`config.mk`:
```
export PLATFORM = sky130hd
export DESIGN_NAME = dds_update_arbiter
export DESIGN_NICKNAME = d
export VERILOG_FILES = /design/src/rtl/dds_arb_pkg.sv /design/src/rtl/dds_req_fifo.sv /design/src/rtl/dds_update_arbiter.sv
export SDC_FILE = /design/constraint.sdc
export NUM_CORES = 1
export LEC_CHECK = 0
export ABC_AREA = 0
export BUFFER_PORTS_ARGS = -buffer_cell sky130_fd_sc_hd__buf_4
export CAP_MARGIN = 20
export CORE_MARGIN = 3
export CORE_UTILIZATION = 40
export DETAILED_ROUTE_END_ITERATION = 16
export GPL_TIMING_DRIVEN = 0
export PLACE_DENSITY = 0.61
export SLEW_MARGIN = 20
export SYNTH_ARGS = -nofsm -noshare
export SYNTH_HDL_FRONTEND = slang
export SYNTH_SLANG_ARGS = --single-unit
```
`constraint.sdc`:
```
create_clock -name clk -period 11.6 [get_ports clk]
set_input_delay 1.16 -clock clk [delete_from_list [all_inputs] [get_ports clk]]
set_output_delay 1.16 -clock clk [all_outputs]
set_load 0.05 [all_outputs]
```
`src/rtl/dds_arb_pkg.sv`:
```
// Shared types and helpers for the DDS update arbiter.
package dds_arb_pkg;

   // Scheduler states: IDLE may grant, HOLD enforces spacing between grants
   typedef enum logic [0:0] {
      ARB_IDLE = 1'b0,
      ARB_HOLD = 1'b1
   } arb_state_t;

   // Width of the inter-grant holdoff counter (HOLDOFF is at most 15)
   localparam int unsigned HOLD_CNT_W = 4;

   // Next index in round-robin order, wrapping at n
   function automatic int unsigned rr_next(input int unsigned idx, input int unsigned n);
      return (idx + 1 >= n) ? 0 : idx + 1;
   endfunction

endpackage

```
`src/rtl/dds_req_fifo.sv`:
```
// Per-requester synchronous FIFO holding matched RTO words until granted.
module dds_req_fifo #(
   parameter int unsigned DATA_WIDTH = 128,
   parameter int unsigned FIFO_DEPTH = 2
) (
   input  logic                  clk,
   input  logic                  resetn,
   input  logic                  flush,
   input  logic                  push,
   input  logic                  pop,
   input  logic [DATA_WIDTH-1:0] wr_data,
   output logic [DATA_WIDTH-1:0] rd_data,
   output logic                  full,
   output logic                  empty
);

   localparam int unsigned AW = (FIFO_DEPTH > 1) ? $clog2(FIFO_DEPTH) : 1;
   localparam int unsigned CW = AW + 1;
   localparam logic [CW-1:0] DEPTH_C = CW'(FIFO_DEPTH);

   logic [DATA_WIDTH-1:0] mem [FIFO_DEPTH];
   logic [AW-1:0]         wr_ptr;
   logic [AW-1:0]         rd_ptr;
   logic [CW-1:0]         count;
   logic                  do_push;
   logic                  do_pop;

   assign full    = (count == DEPTH_C);
   assign empty   = (count == '0);
   assign do_pop  = pop && !empty;
   // A full FIFO still accepts a push when the head leaves in the same cycle
   assign do_push = push && (!full || do_pop);
   assign rd_data = mem[rd_ptr];

   // Storage array; contents are don't-care while the slot is unoccupied
   always_ff @(posedge clk) begin
      if (do_push && !flush) begin
         mem[wr_ptr] <= wr_data;
      end
   end

   // Pointer and occupancy tracking; flush empties the FIFO
   always_ff @(posedge clk or negedge resetn) begin
      if (!resetn) begin
         wr_ptr <= '0;
         rd_ptr <= '0;
         count  <= '0;
      end else if (flush) begin
         wr_ptr <= '0;
         rd_ptr <= '0;
         count  <= '0;
      end else begin
         if (do_push) begin
            wr_ptr <= wr_ptr + 1'b1;
         end
         if (do_pop) begin
            rd_ptr <= rd_ptr + 1'b1;
         end
         unique case ({do_push, do_pop})
            2'b10:   count <= count + 1'b1;
            2'b01:   count <= count - 1'b1;
            default: count <= count;
         endcase
      end
   end

endmodule

```
`src/rtl/dds_update_arbiter.sv`:
```
// Round-robin arbiter sharing one DDS parameter-update path between RTO cores.
module dds_update_arbiter
   import dds_arb_pkg::*;
#(
   parameter int unsigned NUM_REQ    = 4,
   parameter int unsigned DATA_WIDTH = 128,
   parameter int unsigned FIFO_DEPTH = 2,
   parameter int unsigned HOLDOFF    = 3,
   parameter int unsigned SRC_W      = $clog2(NUM_REQ)
) (
   input  logic                          clk,
   input  logic                          resetn,
   input  logic                          flush,
   input  logic [NUM_REQ-1:0]            req_valid,
   input  logic [NUM_REQ*DATA_WIDTH-1:0] req_data,
   output logic [NUM_REQ-1:0]            req_full,
   output logic                          out_valid,
   output logic [DATA_WIDTH-1:0]         out_data,
   output logic [SRC_W-1:0]              out_src,
   output logic                          busy,
   output logic [NUM_REQ-1:0]            overflow_error,
   input  logic                          clear_error
);

   localparam logic [HOLD_CNT_W-1:0] HOLD_INIT =
      (HOLDOFF > 0) ? HOLD_CNT_W'(HOLDOFF - 1) : '0;

   arb_state_t              state;
   logic [HOLD_CNT_W-1:0]   hold_cnt;
   logic [SRC_W-1:0]        rr_ptr;

   logic [NUM_REQ-1:0]      fifo_push;
   logic [NUM_REQ-1:0]      fifo_pop;
   logic [NUM_REQ-1:0]      fifo_full;
   logic [NUM_REQ-1:0]      fifo_empty;
   logic [NUM_REQ-1:0]      ovf_event;
   logic [DATA_WIDTH-1:0]   heads [NUM_REQ];

   logic                    grant_found;
   logic [SRC_W-1:0]        grant_idx;
   logic [SRC_W-1:0]        cand;

   for (genvar g = 0; g < NUM_REQ; g++) begin : g_fifo
      dds_req_fifo #(
         .DATA_WIDTH (DATA_WIDTH),
         .FIFO_DEPTH (FIFO_DEPTH)
      ) u_fifo (
         .clk     (clk),
         .resetn  (resetn),
         .flush   (flush),
         .push    (fifo_push[g]),
         .pop     (fifo_pop[g]),
         .wr_data (req_data[g*DATA_WIDTH +: DATA_WIDTH]),
         .rd_data (heads[g]),
         .full    (fifo_full[g]),
         .empty   (fifo_empty[g])
      );
   end

   // Round-robin search for the first non-empty port starting at rr_ptr
   always_comb begin
      grant_found = 1'b0;
      grant_idx   = '0;
      cand        = rr_ptr;
      for (int unsigned k = 0; k < NUM_REQ; k++) begin
         if (!grant_found && !fifo_empty[cand]) begin
            grant_found = 1'b1;
            grant_idx   = cand;
         end
         cand = SRC_W'(rr_next(32'(cand), NUM_REQ));
      end
   end

   // Push/pop strobes and drop detection; flush masks both directions
   always_comb begin
      fifo_push = '0;
      fifo_pop  = '0;
      ovf_event = '0;
      if (!flush) begin
         fifo_push = req_valid;
         if (state == ARB_IDLE && grant_found) begin
            fifo_pop = NUM_REQ'(1) << grant_idx;
         end
         ovf_event = fifo_push & fifo_full & ~fifo_pop;
      end
   end

   // Scheduler FSM with registered grant outputs
   always_ff @(posedge clk or negedge resetn) begin
      if (!resetn) begin
         state     <= ARB_IDLE;
         hold_cnt  <= '0;
         rr_ptr    <= '0;
         out_valid <= 1'b0;
         out_data  <= '0;
         out_src   <= '0;
      end else if (flush) begin
         state     <= ARB_IDLE;
         hold_cnt  <= '0;
         rr_ptr    <= '0;
         out_valid <= 1'b0;
      end else begin
         out_valid <= 1'b0;
         unique case (state)
            ARB_IDLE: begin
               if (grant_found) begin
                  out_valid <= 1'b1;
                  out_data  <= heads[grant_idx];
                  out_src   <= grant_idx;
                  rr_ptr    <= SRC_W'(rr_next(32'(grant_idx), NUM_REQ));
                  if (HOLDOFF > 0) begin
                     state    <= ARB_HOLD;
                     hold_cnt <= HOLD_INIT;
                  end
               end
            end
            ARB_HOLD: begin
               if (hold_cnt == '0) begin
                  state <= ARB_IDLE;
               end else begin
                  hold_cnt <= hold_cnt - 1'b1;
               end
            end
            default: state <= ARB_IDLE;
         endcase
      end
   end

   // Sticky drop flags; a drop in the clear cycle keeps its flag set
   always_ff @(posedge clk or negedge resetn) begin
      if (!resetn) begin
         overflow_error <= '0;
      end else begin
         overflow_error <= (clear_error ? '0 : overflow_error) | ovf_event;
      end
   end

   assign req_full = fifo_full;
   assign busy     = (~&fifo_empty) || (state != ARB_IDLE);

endmodule

```
# == After elaboration in Yosys (flattened, before gate mapping) ==
# Memories as Yosys holds them, arrays and structs flattened.
# Index checks and enable logic that the tools add are counted.
# totals
regBits,158
latchBits,0
ram_bits,1024
rom_bits,0
wordCells,208
mem_count,4
# mem_list
name,words,width,rd,rd_ports_with_merged_regs,wr,line,rtl
g_fifo[0].u_fifo.mem,2,128,1,0,1,dds_req_fifo.sv:21,logic [DATA_WIDTH-1:0] mem [FIFO_DEPTH];
g_fifo[1].u_fifo.mem,2,128,1,0,1,dds_req_fifo.sv:21,
g_fifo[2].u_fifo.mem,2,128,1,0,1,dds_req_fifo.sv:21,
g_fifo[3].u_fifo.mem,2,128,1,0,1,dds_req_fifo.sv:21,
# op_classes
n_addsub,21
mul,0
n_div,0
order_cmp,9
n_eq_ne,15
shift,1
n_mux,74
bitwise,7
n_reduce_logical,58
# ops
op,count
128-bit binary-select mux with 2-bit select,1
128-bit two-way mux,2
1-bit two-way mux,37
4-bit two-way mux,9
2-bit two-way mux,15
2-bit nonzero test,9
2-bit equality test (second input constant),8
1-bit logical AND,16
2-bit one-hot mux with 2 select lines,4
3-bit >= comparator (second input constant),5
1-bit logical NOT,15
2-bit by 1-bit adder with 3-bit output (second input constant),4
2-bit by 3-bit less-than comparator with 1-bit output (second input constant),4
3-bit nonzero test,4
1-bit adder (second input constant),8
2-bit by 1-bit adder with 2-bit output (second input constant),4
4-bit AND,2
1-bit binary-select mux with 2-bit select,4
2-bit by 1-bit equality test with 1-bit output (second input constant),4
2-bit logical NOT,4
4-bit one-hot mux with 2 select lines,1
2-bit by 1-bit subtractor with 2-bit output (second input constant),4
3-bit inequality test (second input constant),2
1-bit logical OR,5
12 further kinds,14

# == Logic depth before layout (Yosys ltp) ==
# Gate-level depths: netlist of run 1.
# depth
word_depth,24
mapped_depth,13
depth_no_buf,11

# == By module ==
# Synthesis of run 1 repeated with hierarchy kept, for this count alone.
# unflattened
hier_cells,2662
area_unflattened_um2,46957.5
# by_module_without_submodules
module,instances,cells_per_inst,area_each_um2,seq_area_each_um2
dds_req_fifo at g_fifo[0].u_fifo ...,2,425,9521.6,7787.5
dds_req_fifo at g_fifo[1].u_fifo ...,2,423,9467.8,7787.5
dds_update_arbiter,1,966,8978.6,3553.4

# == Least setup slack after synthesis of run 1 ==
# No wires, ideal clock.
# synth_timing
path_type,reg2reg
from,reg rr_ptr[1]
to,"mem g_fifo[2].u_fifo.mem[0][0], enable pin"
setup_ps,798
arrival_ps,11720
required_time_ps,10802
slack_ps,-918
stages_incl_launch_ff,12
n_path_buf,1
path_cell_list,dfrtp_1 ha_1 nor4_1 a311oi_1 a221o_1 or2_1 buf_2 inv_1 ha_1 inv_1 o21ai_0 nor3b_1
# synth_via
elab_chain_len,24
word_cells_on_any_way,44
classes_between,add/sub: 3; order compare: 3; shift: 1; mux: 24; reduce/logical: 13
# synth_lines
item,line,rtl
"start, declared",dds_update_arbiter.sv:30,logic [SRC_W-1:0] rr_ptr;
"start signal, assigned",dds_update_arbiter.sv:110,"rr_ptr <= SRC_W'(rr_next(32'(grant_idx), NUM_REQ));"
2-bit by 1-bit adder with 3-bit output,dds_arb_pkg.sv:15,return (idx + 1 >= n) ? 0 : idx + 1;
3-bit >= comparator,dds_arb_pkg.sv:15,
2-bit two-way mux,dds_arb_pkg.sv:15,
2-bit by 1-bit adder with 3-bit output / 1-bit binary-select mux with 2-bit select (equally long branches),"dds_arb_pkg.sv:15, dds_update_arbiter.sv:66",
3-bit >= comparator / 1-bit two-way mux (equally long branches),"dds_arb_pkg.sv:15, dds_update_arbiter.sv:66",
2-bit two-way mux / 1-bit logical NOT (equally long branches),"dds_arb_pkg.sv:15, dds_update_arbiter.sv:66",
"2-bit by 1-bit adder with 3-bit output, or another cell as far along",dds_arb_pkg.sv:15,
3-bit >= comparator / 1-bit two-way mux (equally long branches),"dds_arb_pkg.sv:15, dds_update_arbiter.sv:66",
[7 not listed],--,
4-bit two-way mux *,dds_update_arbiter.sv:81,if (state == ARB_IDLE && grant_found) begin
4-bit two-way mux * (2 in a row),dds_update_arbiter.sv:79,if (!flush) begin
1-bit logical AND *,dds_req_fifo.sv:30,assign do_pop = pop && !empty;
1-bit logical OR *,dds_req_fifo.sv:32,assign do_push = push && (!full || do_pop);
1-bit logical AND *,dds_req_fifo.sv:32,
1-bit logical AND *,dds_req_fifo.sv:37,if (do_push && !flush) begin
1-bit two-way mux *,dds_req_fifo.sv:37,
1-bit two-way mux (implied by the code) *,dds_req_fifo.sv:38,mem[wr_ptr] <= wr_data;
"end, declared",dds_req_fifo.sv:21,
# Mark *: on every way between the ends. The rest lies on a longest branch, timed or not. The select of a mux whose other input is x is not followed.

# == Worst setup path in the final report of run 1 ==
# layout_timing
from,reg g_fifo[1].u_fifo.count[1]
to,"mem g_fifo[2].u_fifo.mem[1][54], enable pin"
# layout_via
elab_chain_len,22
word_cells_on_any_way,36
classes_between,shift: 1; mux: 21; reduce/logical: 14
# layout_lines
item,line,rtl
"start, declared",dds_req_fifo.sv:24,logic [CW-1:0] count;
"start signal, assigned",dds_req_fifo.sv:60,2'b10: count <= count + 1'b1;
"start signal, assigned",dds_req_fifo.sv:61,2'b01: count <= count - 1'b1;
"start signal, assigned",dds_req_fifo.sv:62,default: count <= count;
2-bit logical NOT *,dds_req_fifo.sv:29,assign empty = (count == '0);
1-bit binary-select mux with 2-bit select,dds_update_arbiter.sv:66,if (!grant_found && !fifo_empty[cand]) begin
1-bit two-way mux (implied by the code),dds_update_arbiter.sv:66,
1-bit logical NOT,dds_update_arbiter.sv:66,
1-bit logical AND,dds_update_arbiter.sv:66,
1-bit two-way mux,dds_update_arbiter.sv:66,
1-bit logical NOT,dds_update_arbiter.sv:66,
1-bit logical AND,dds_update_arbiter.sv:66,
[5 not listed],--,
4-bit two-way mux *,dds_update_arbiter.sv:81,
4-bit two-way mux * (2 in a row),dds_update_arbiter.sv:79,
1-bit logical AND *,dds_req_fifo.sv:30,
1-bit logical OR *,dds_req_fifo.sv:32,
1-bit logical AND *,dds_req_fifo.sv:32,
1-bit logical AND *,dds_req_fifo.sv:37,
1-bit two-way mux *,dds_req_fifo.sv:37,
1-bit two-way mux (implied by the code) *,dds_req_fifo.sv:38,
# Marks and branches as above.

==> impl_metrics.csv, run 1 <==
group,metric,value,unit
timing,final-setup-viol-count,0,
setup_path,crit_cells,16,
setup_path,arrival,5.73,ns
global_routing,antenna_found_initial,46,
clocking,cts-resized-gates,0,
clocking,clock_path_buffers,3,
timing,rsz0062_at_grt,"no",
synth,synth_warnings,0,
global_routing,track_usage,22.71,%
clocking,clk_pin_slew,0.07,ns
timing,setup_tns,0,ns
timing,fin_crit_sh,45.93,%
cells_and_area,synthToLayoutAreaGrowth,26.57,%
synth,synthAdderAreaFrac,0.1085,%
timing,hold_violations,0,
synth,synth-xor-area-share,0.05698,%
setup_path,worstPathCellList,"nor2_2 > mux4_2 > o221ai_2 > nor2_8 > inv_2 > clkbuf_1 > ha_1 > inv_1 > o21ai_0 > nor3b_4 > buf_8 > buf_6 > buf_6 > buf_6 > buf_6 > buf_8",
synth,netlist_area,0.04611,sq mm
synth,synth-compound-area-share,8.303,%
run_status,status,"finished, final reports clean",
setup_path,cp_top_family,"buffers and inverters",
job,cap_violations,0,
synth,synth.area.mux_share,11.25,%
setup_path,critPathLaunchType,"flip-flop",
min_path,min_path_type,"in2async",
synth,ys_types,62,
cells_and_area,utilization,51.46,%
drt,routed_wirelength,139800,um
setup_path,slowest_stage,"nor3b_4",
drt,drc_errors,0,
synth,syn_area_per_cell,17.83,sq um
synth,synth_top_family_by_area,"multiplexers",
synth,synth_seq_cells,1182,
timing,tightest_slew,1.073,ns
floorplan,io-pin-count,660,
clocking,cts_tree,"built",
drt,firstDrtPassIters,5,
global_routing,grt_max_degree,78,
synth,syn-instance-count,2586,
drt,antenna_left,0,
clocking,postCtsSetupRepairBufs,0,
clocking,cts_sinks,1182,
timing,period_needed,5.327,ns
timing,skew,0.02253,ns
synth,yosysSeqAreaShare,75.26,%
synth,ys.flop_type,"edfxtp_1",
cells_and_area,fillers,9357,
place,port_buffers,658,
floorplan,core_area,0.1134,sq mm
setup_path,crit_path_end_kind,"flip-flop",
setup_path,critPathKind,"reg2reg",
drt,wire_per_inst,27.37,um
timing,max_freq,187.7,MHz
setup_path,crit_fanout,13,
floorplan,dieHeight,345.5,um
setup_path,rr_worst_depth,16,
clocking,clk_latency,0.71,ns
setup_path,cp_num_buf_inv,9,
power,peakVddDrop,0.2023,mV
floorplan,die-width,345.5,um
floorplan,placementRows,123,
cells_and_area,final_nets,4003,
synth,synth_fp_nets,3110,
synth,async_flop_share,13.37,%
clocking,cts_made_buffers,121,
cells_and_area,drive_gt1_share,29.57,%
place,dp_hpwl,104600,um
floorplan,dieArea,0.1194,sq mm
global_routing,gr-total-overflow,0,
clocking,cts_root_buf,"clkbuf_16",
timing,relSlewSlack,28.46,%
setup_path,cp_slowest_stage_delay,0.66,ns
power,p_per_area,265.9,mW/mm^2
synth,synth_edf_count,1024,
clocking,cts_max_level,3,
global_routing,grt_pass1_wl,198700,um
place,globalplace.congestion,0.8496,
setup_path,required,12.00,ns
drt,vias_per_cell,5.442,
floorplan,initial_utilization,40.66,%
drt,dr_total_vias,27801,
clocking,cts_hold_buf,0,
power,leakage,0.02078,uW
global_routing,grt_pass1_vias,28571,
timing,drv_slew,0,
setup_path,crit_top_cell,"buf_6",
synth,synthSimpleGateAreaFrac,2.982,%
drt,drt-initial-drc-count,2216,
[Yosys cell counts, types with 6 or more instances]
cell type  count  share of area [%]
edfxtp_1    1024                 67
mux2i_1      514                 11
dfrtp_1      158                8.6
a211oi_1     130                2.1
nor2b_1      130                1.8
a221o_1      129                2.8
a221oi_1     129                2.5
clkbuf_1     119               0.97
buf_2         52               0.56
nor2_1        21               0.17
nand3_1       14               0.15
inv_1         13               0.11
nand2_1       12              0.098
a21oi_1       11               0.12
buf_6         11               0.27
nor3_1        11               0.12
nor3b_1        9               0.15
buf_4          7               0.11
o21ai_0        7              0.076
o2111ai_1      6               0.11
[report_power, final]
part	switching, uW	internal (uW)	total, uW
clock network	1620	2200	3820
registers	252	5260	5520
logic	4040	2140	6180
[flip-flops by register name, indices dropped and copies added (netlist names)]
name	flops
out_src	2
out_valid	1
state	1
g_fifo.u_fifo.rd_ptr	4
out_data	128
g_fifo.u_fifo.count	8
overflow_error	4
rr_ptr	2
hold_cnt	4
g_fifo.u_fifo.mem	1024
g_fifo.u_fifo.wr_ptr	4
[cell usage in the layout, fill, tap and decap left out, types with 29 or more instances in the layout]
master / synthesis / final
a211oi_1: 130 / 130
a221o_1: 129 / 129
a221oi_1: 129 / 129
buf_2: 52 / 52
buf_4: 7 / 693
buf_6: 11 / 60
buf_8: 0 / 29
clkbuf_1: 119 / 145
clkbuf_16: 0 / 121
clkinv_2: 1 / 31
dfrtp_1: 158 / 158
edfxtp_1: 1024 / 1024
mux2i_1: 514 / 514
nor2b_1: 130 / 130
[kinds of logic after synthesis]
family	count (synthesis)
compound gates	446
xor+xnor	3
fa+ha+maj	4
buf+inv	204
flops	1182
mux	516
simple gates	231
[stage by stage]
step | setup WS, ns | total power (uW) | std cells | area [sq um] | hold slack, ns
floorplan | -0.008751 | 9503 | 2586 | 46140 | 0.5252
global placement | -8.475 | 11770 | 4744 | 52960 | 0.4740
detailed placement | 6.360 | 11820 | 4856 | 54380 | 0.5003
CTS | 6.317 | 15640 | 5085 | 58310 | 0.2028
global route | 6.072 | 16170 | 5092 | 58320 | 0.2274
finish | 6.273 | 15520 | 5109 | 58370 | 0.2599
[layer usage]
layer  part of all wire, %  global-route usage (%)
met1                    40                   28.55
met2                    49                   38.06
met3                   9.2                   7.429
met4                   2.0                   5.476
met5                  0.22                       0
[area by class of cell]
type | instances | area [sq um] | share of cell area [%]
Sequential cell | 1182 | 34700 | 59.46
Inverter | 15 | 57.56 | 0.09861
Tap cell | 1500 | 1877 | 3.216
Multi-Input combinational cell | 1200 | 10550 | 18.07
Clock buffer | 173 | 3403 | 5.831
Buffer | 189 | 893.4 | 1.531
Clock inverter | 56 | 521.8 | 0.8939
Timing Repair Buffer | 770 | 6302 | 10.80
Antenna cell | 24 | 60.06 | 0.1029
[final timing paths]
path	to	from	slack, ns
worst max-delay path	g_fifo[2].u_fifo.mem[1][54]	g_fifo[1].u_fifo.count[1]	6.27
worst min-delay path	out_data[89]	resetn	0.26
worst max register to register	g_fifo[2].u_fifo.mem[1][54]	g_fifo[1].u_fifo.count[1]	6.27
worst min register to register	overflow_error[0]	overflow_error[0]	0.51
max in group asynchronous	out_data[28]	resetn	10.18
min in group clk	overflow_error[0]	overflow_error[0]	0.51
(Power assumes the default switching activity.)
==> inputs of run 2 (changes only) <==
--- a/config.mk
+++ b/config.mk
@@ -12,7 +12,7 @@
 export CORE_UTILIZATION = 40
 export DETAILED_ROUTE_END_ITERATION = 16
 export GPL_TIMING_DRIVEN = 0
-export PLACE_DENSITY = 0.61
+export PLACE_DENSITY = 0.59
 export SLEW_MARGIN = 20
 export SYNTH_ARGS = -nofsm -noshare
 export SYNTH_HDL_FRONTEND = slang
==> constraint.sdc (replaced) <==
create_clock -name clk -period 5.5 [get_ports clk]
set_input_delay 0.55 -clock clk [delete_from_list [all_inputs] [get_ports clk]]
set_output_delay 0.55 -clock clk [all_outputs]
set_load 0.05 [all_outputs]
==> run 2 against run 1 <==
Worst setup slack got worse by 5.3 ns; global-route usage increased by 0.79 points; first-iteration DRC count decreased by 5.9%; sequential power increased by 110%; largest cell class unchanged; highest routed layer unchanged; hold slack got worse by 0.21 ns; combinational power increased by 120%; via count increased by 6.8%; register-to-register slack got worse by 5.3 ns; final area increased by 8.8%; cell count increased by 9.6%.
==> impl_metrics.csv, run 2 (same netlist as run 1, synthesis figures left out) <==
group,metric,value,unit
power,leakage,0.02280,uW
floorplan,placementRows,123,
global_routing,gr-total-overflow,0,
setup_path,slowest_stage,"nor3_4",
setup_path,critPathLaunchType,"flip-flop",
timing,tightest_slew,1.136,ns
drt,dr_total_vias,29687,
floorplan,dieArea,0.1194,sq mm
place,globalplace.congestion,0.8309,
cells_and_area,fin_cells,5600,
cells_and_area,final_nets,4484,
setup_path,startpoint,"g_fifo[1].u_fifo.count[1]",
drt,antenna_left,0,
place,dp_cells,4838,
cells_and_area,largest_reg_flops,1024,
cells_and_area,multi_input_area,0.01065,sq mm
setup_path,cp-endpoint,"g_fifo[3].u_fifo.mem[0][57]",
timing,fin_crit_sh,81.93,%
floorplan,core_area,0.1134,sq mm
setup_path,crit_cells,14,
setup_path,cp_top_family,"buffers and inverters",
timing,relSlewSlack,24.28,%
global_routing,grt_pass1_vias,30996,
cells_and_area,final_common_cell,"edfxtp_1",
setup_path,crit_path_end_kind,"flip-flop",
setup_path,reg2reg_from,"g_fifo[1].u_fifo.count[1]",
timing,drv_slew,0,
min_path,min_path_type,"in2reg",
cells_and_area,layout_common_cells,"edfxtp_1, buf_4, mux2i_1, dlygate4sd3_1, clkbuf_1",
run_status,status,"finished, final reports clean",
setup_path,required,5.90,ns
setup_path,arrival,4.91,ns
clocking,cts_max_level,3,
cells_and_area,synthToLayoutAreaGrowth,37.74,%
cells_and_area,largest-register,"g_fifo.u_fifo.mem",
cells_and_area,seq_area,0.03470,sq mm
timing,skew,0.02943,ns
clocking,cts_made_buffers,120,
setup_path,crit_top_cell,"buf_8",
drt,drt-initial-drc-count,2085,
floorplan,die-width,345.5,um
setup_path,crit_fanout,13,
setup_path,critPathKind,"reg2reg",
floorplan,io-pin-count,660,
floorplan,dieHeight,345.5,um
drt,routed_wirelength,144200,um
setup_path,worstPathCellList,"nor2_2 > mux4_2 > and4b_1 > buf_2 > nor2_8 > buf_6 > a31oi_2 > nor3_4 > buf_8 > buf_8 > buf_8 > buf_8 > buf_8 > buf_8",
global_routing,grt_max_degree,79,
cells_and_area,drive_gt1_share,25.60,%
cells_and_area,reg.largest.list,"g_fifo.u_fifo.mem (1024), out_data (128), g_fifo.u_fifo.count (8)",
clocking,cts_sinks,1182,
drt,vias_per_cell,5.301,
setup_path,rr_worst_depth,14,
cells_and_area,utilization,56.00,%
clocking,clk_latency,0.71,ns
global_routing,grt_pass1_wl,209200,um
timing,max_freq,221.9,MHz
job,cap_violations,0,
drt,drc_errors,0,
timing,final-setup-viol-count,0,
clocking,clock_path_buffers,3,
timing,hold_violations,0,
clocking,cts_tree,"built",
drt,wire_per_inst,25.74,um
clocking,postCtsSetupRepairBufs,0,
setup_path,r2r-end,"g_fifo[3].u_fifo.mem[0][57]",
setup_path,cp_slowest_stage_delay,0.60,ns
cells_and_area,fillers,9032,
setup_path,reg2reg_slack,0.99,ns
setup_path,cp_num_buf_inv,8,
global_routing,track_usage,23.50,%
timing,period_needed,4.506,ns
global_routing,antenna_found_initial,42,
power,peakVddDrop,0.3986,mV
power,p_per_area,524.6,mW/mm^2
drt,firstDrtPassIters,7,
floorplan,initial_utilization,40.66,%
place,dp_hpwl,104200,um
clocking,cts_root_buf,"clkbuf_16",
timing,rsz0062_at_grt,"no",
place,port_buffers,658,
clocking,clk_pin_slew,0.06,ns
-- run 2: changes by cell type in the layout (fill, tap and decap cells not counted), moves of 3 or more --
| cell | previous run | this run |
|---|---|---|
| buf_2 | 52 | 45 |
| buf_4 | 693 | 667 |
| buf_6 | 60 | 64 |
| buf_8 | 29 | 40 |
| clkbuf_1 | 145 | 159 |
| clkbuf_8 | 18 | 25 |
| clkinv_2 | 31 | 13 |
| clkinv_8 | 1 | 4 |
| diode_2 | 24 | 33 |
| dlygate4sd3_1 | 0 | 500 |
-- run 2: worst min-delay path by stage --
stage                              from                          end  slack (ns)  cells after the start
after floorplan                  resetn    g_fifo[0].u_fifo.count[0]        0.25                      0
after global placement       out_src[0]                   out_src[0]        0.47                      2
after detailed placement         resetn                 out_data[89]        0.39                      1
after CTS                   req_data[5]   g_fifo[0].u_fifo.mem[0][5]     0.00001                      1
after global routing      req_data[305]  g_fifo[2].u_fifo.mem[0][49]       0.009                      1
final                     req_data[305]  g_fifo[2].u_fifo.mem[1][49]        0.05                      1
-- run 2: cell type report --
class / instances / area share [%]
Antenna cell: 33 / 0.1300
Buffer: 189 / 1.464
Clock buffer: 195 / 5.598
Clock inverter: 34 / 0.6225
Inverter: 15 / 0.1044
Multi-Input combinational cell: 1200 / 16.77
Sequential cell: 1182 / 54.64
Tap cell: 1500 / 2.955
Timing Repair Buffer: 1252 / 17.72
-- run 2: worst register-to-register path, delay by kind of cell (launching register included) --
family / cells / cell delay, ns
AO/OA/AOI/OAI: 1 / 0.18
buffers and inverters: 8 / 1.63
flip-flops: 1 / 0.54
multiplexers: 1 / 0.58
AND/OR/NAND/NOR: 4 / 1.24
-- run 2: repair_timing --
action | CTS | global route
endpoints found under the hold margin | 1064 | 0
gates resized for setup | 0 | 0
hold buffers | 500 | 0
-- run 2: report_power, final --
| part | total [uW] | switching (uW) | internal (uW) |
|---|---|---|---|
| clock network | 8150 | 3410 | 4730 |
| registers | 11700 | 571 | 11100 |
| logic | 13500 | 8670 | 4840 |
| total | 33300 | 12700 | 20700 |
-- run 2: per-stage QoR --
step | setup TNS (ns) | setup slack [ns] | hold slack (ns) | instance area, sq um | total power [uW]
2_1_floorplan | -118.68 | -0.2073 | 0.2544 | 46340 | 20120
5_1_grt | 0 | 0.8764 | 0.008828 | 63480 | 34690
4_1_cts | 0 | 1.006 | 0.00001266 | 63440 | 33540
6_report | 0 | 0.9940 | 0.05454 | 63520 | 33320
3_3_place_gp | -3335.61 | -3.638 | 0.4711 | 53160 | 24830
3_5_place_dp | 0 | 1.054 | 0.3881 | 54480 | 25090
-- run 2: metal layers --
metal  wire length, um  GRT usage [%]
met5               138              0
met4              2863          5.180
met3              9884          5.429
met2             70330          39.67
met1             60940          31.01
==> inputs of run 3 (changes only) <==
==> constraint.sdc (replaced) <==
create_clock -name clk -period 4.35 [get_ports clk]
set_input_delay 0.435 -clock clk [delete_from_list [all_inputs] [get_ports clk]]
set_output_delay 0.435 -clock clk [all_outputs]
set_load 0.05 [all_outputs]
==> run 3 against run 2 <==
Combinational power up 28%; first-iteration DRC count up 8.2%; clock skew down 0.0055 ns; wire length up 1.4%; sequential power up 26%; total power up 29%; via count up 1.9%; hold slack better by 0.023 ns; highest routed layer unchanged.
==> impl_metrics.csv, run 3 (same netlist as run 1, synthesis figures left out) <==
group,metric,value,unit
run_status,status,"finished, final reports clean",
drt,drc_errors,0,
setup_path,reg2reg_from,"g_fifo[0].u_fifo.count[0]",
timing,tightest_slew,1.257,ns
setup_path,worstPathCellList,"nor2_1 > mux4_2 > and4b_1 > buf_2 > nor2_8 > buf_6 > buf_4 > a21oi_4 > nor3b_4 > buf_6 > buf_8 > buf_8 > buf_6 > buf_6",
clocking,clk_latency,0.71,ns
timing,final-setup-viol-count,0,
cells_and_area,fin_cells,5639,
clocking,cts_root_buf,"clkbuf_16",
floorplan,core_area,0.1134,sq mm
clocking,clock_path_buffers,3,
setup_path,crit_path_end_kind,"flip-flop",
timing,hold_violations,0,
drt,drt-initial-drc-count,2256,
setup_path,cp-endpoint,"g_fifo[1].u_fifo.mem[1][40]",
global_routing,grt_pass1_wl,212500,um
setup_path,r2r-end,"g_fifo[1].u_fifo.mem[1][40]",
floorplan,initial_utilization,40.66,%
power,peakVddDrop,0.5144,mV
place,dp_cells,4846,
setup_path,arrival,4.57,ns
timing,rsz0062_at_grt,"no",
setup_path,startpoint,"g_fifo[0].u_fifo.count[0]",
cells_and_area,final_nets,4512,
place,dp_hpwl,105300,um
global_routing,antenna_found_initial,52,
setup_path,crit_cells,14,
clocking,cts_made_buffers,121,
cells_and_area,layout_common_cells,"edfxtp_1, buf_4, dlygate4sd3_1, mux2i_1, dfrtp_1",
cells_and_area,drive_gt1_share,26.32,%
drt,wire_per_inst,25.93,um
floorplan,placementRows,123,
timing,period_needed,4.172,ns
drt,dr_total_vias,30246,
job,cap_violations,0,
drt,vias_per_cell,5.364,
clocking,cts_max_level,3,
setup_path,rr_worst_depth,14,
floorplan,dieHeight,345.5,um
timing,drv_slew,0,
global_routing,track_usage,23.94,%
power,p_per_area,669.9,mW/mm^2
setup_path,crit_top_cell,"buf_6",
min_path,min_path_type,"in2reg",
timing,max_freq,239.7,MHz
cells_and_area,final_common_cell,"edfxtp_1",
floorplan,io-pin-count,660,
floorplan,die-width,345.5,um
drt,firstDrtPassIters,7,
drt,antenna_left,0,
global_routing,grt_max_degree,75,
setup_path,reg2reg_slack,0.18,ns
cells_and_area,largest-register,"g_fifo.u_fifo.mem",
clocking,cts_tree,"built",
timing,fin_crit_sh,95.90,%
place,port_buffers,658,
setup_path,cp_top_family,"buffers and inverters",
cells_and_area,largest_reg_flops,1024,
floorplan,dieArea,0.1194,sq mm
setup_path,slowest_stage,"mux4_2",
power,leakage,0.02316,uW
timing,skew,0.02393,ns
setup_path,critPathLaunchType,"flip-flop",
timing,relSlewSlack,16.17,%
setup_path,crit_fanout,14,
setup_path,cp_num_buf_inv,8,
clocking,cts_sinks,1182,
global_routing,grt_pass1_vias,31250,
setup_path,required,4.75,ns
drt,routed_wirelength,146200,um
cells_and_area,reg.largest.list,"g_fifo.u_fifo.mem (1024), out_data (128), g_fifo.u_fifo.count (8)",
cells_and_area,fillers,8849,
setup_path,critPathKind,"reg2reg",
global_routing,gr-total-overflow,0,
setup_path,cp_slowest_stage_delay,0.58,ns
place,globalplace.congestion,0.8254,
cells_and_area,synthToLayoutAreaGrowth,39.29,%
clocking,clk_pin_slew,0.06,ns
cells_and_area,utilization,56.63,%
## run 3: cell types whose count changed in the layout (fill, tap and decap cells not counted), sizes merged
| cell | before | now |
|---|---|---|
| clkbuf | 314 | 290 |
| clkinv | 24 | 41 |
| clkinvlp | 2 | 1 |
| buf | 822 | 833 |
| bufinv | 7 | 17 |
| dlygate4sd3 | 500 | 516 |
| diode | 33 | 43 |
## run 3: worst min-delay path: cells and delay by family
family          cells  cell delay [ns]
simple gates        1             0.08
compound gates      1             0.09
buf+inv             1             0.14
## run 3: metrics by stage
step	power (uW)	TNS [ns]	area, sq um	worst slack, ns	hold WS, ns
2_1_floorplan	25430	-1277.94	46340	-1.357	0.1394
3_3_place_gp	31490	-4635.14	53160	-4.899	0.4721
3_5_place_dp	31840	0	54650	0.09440	0.2773
4_1_cts	43250	0	64100	0.05709	0.02644
5_1_grt	44760	0	64180	0.04728	0.06138
6_report	43030	0	64230	0.1783	0.07740
## run 3: layer usage
layer / share of wire [%] / track usage [%] / up-vias
met1: 42 / 31.74 / 15407
met2: 48 / 39.71 / 1154
li1: - / - / 13426
met4: 2.3 / 5.868 / 34
met5: 0.14 / 0 / -
met3: 7.6 / 5.875 / 225
## run 3: repair_timing
item	CTS	global route
hold buffers	516	0
endpoints found under the setup margin	0	13
hold endpoints to repair	1111	0
setup buffers	0	3
resized for setup	0	2
## run 3: worst min path at each step
stage	startpoint	cells after the start	slack, ns	to
after CTS	req_valid[1]	3	0.03	g_fifo[1].u_fifo.count[1]
after global placement	out_src[0]	2	0.47	out_src[0]
after detailed placement	resetn	1	0.28	out_data[87]
final	req_valid[1]	3	0.08	g_fifo[1].u_fifo.count[1]
after floorplan	resetn	0	0.14	g_fifo[0].u_fifo.count[0]
after global routing	req_valid[1]	3	0.06	g_fifo[1].u_fifo.count[1]
## run 3: where the power goes
part | switching, uW | leakage [uW] | internal (uW)
clock | 4390 | 0.00212 | 6600
combinational | 11100 | 0.00969 | 6190
sequential | 699 | 0.0114 | 14000
total | 16200 | 0.0232 | 26800
## run 3: area by class of cell
class | instances | area, sq um | area share [%]
tap | 1500 | 1877 | 2.922
timing repair buffer | 1279 | 11600 | 18.07
clock inverter | 60 | 787.0 | 1.225
buffer | 189 | 934.6 | 1.455
clock buffer | 171 | 3498 | 5.446
sequential | 1182 | 34710 | 54.03
inverter | 15 | 66.31 | 0.1032
multi-input combinational | 1200 | 10650 | 16.58
antenna | 43 | 107.6 | 0.1675
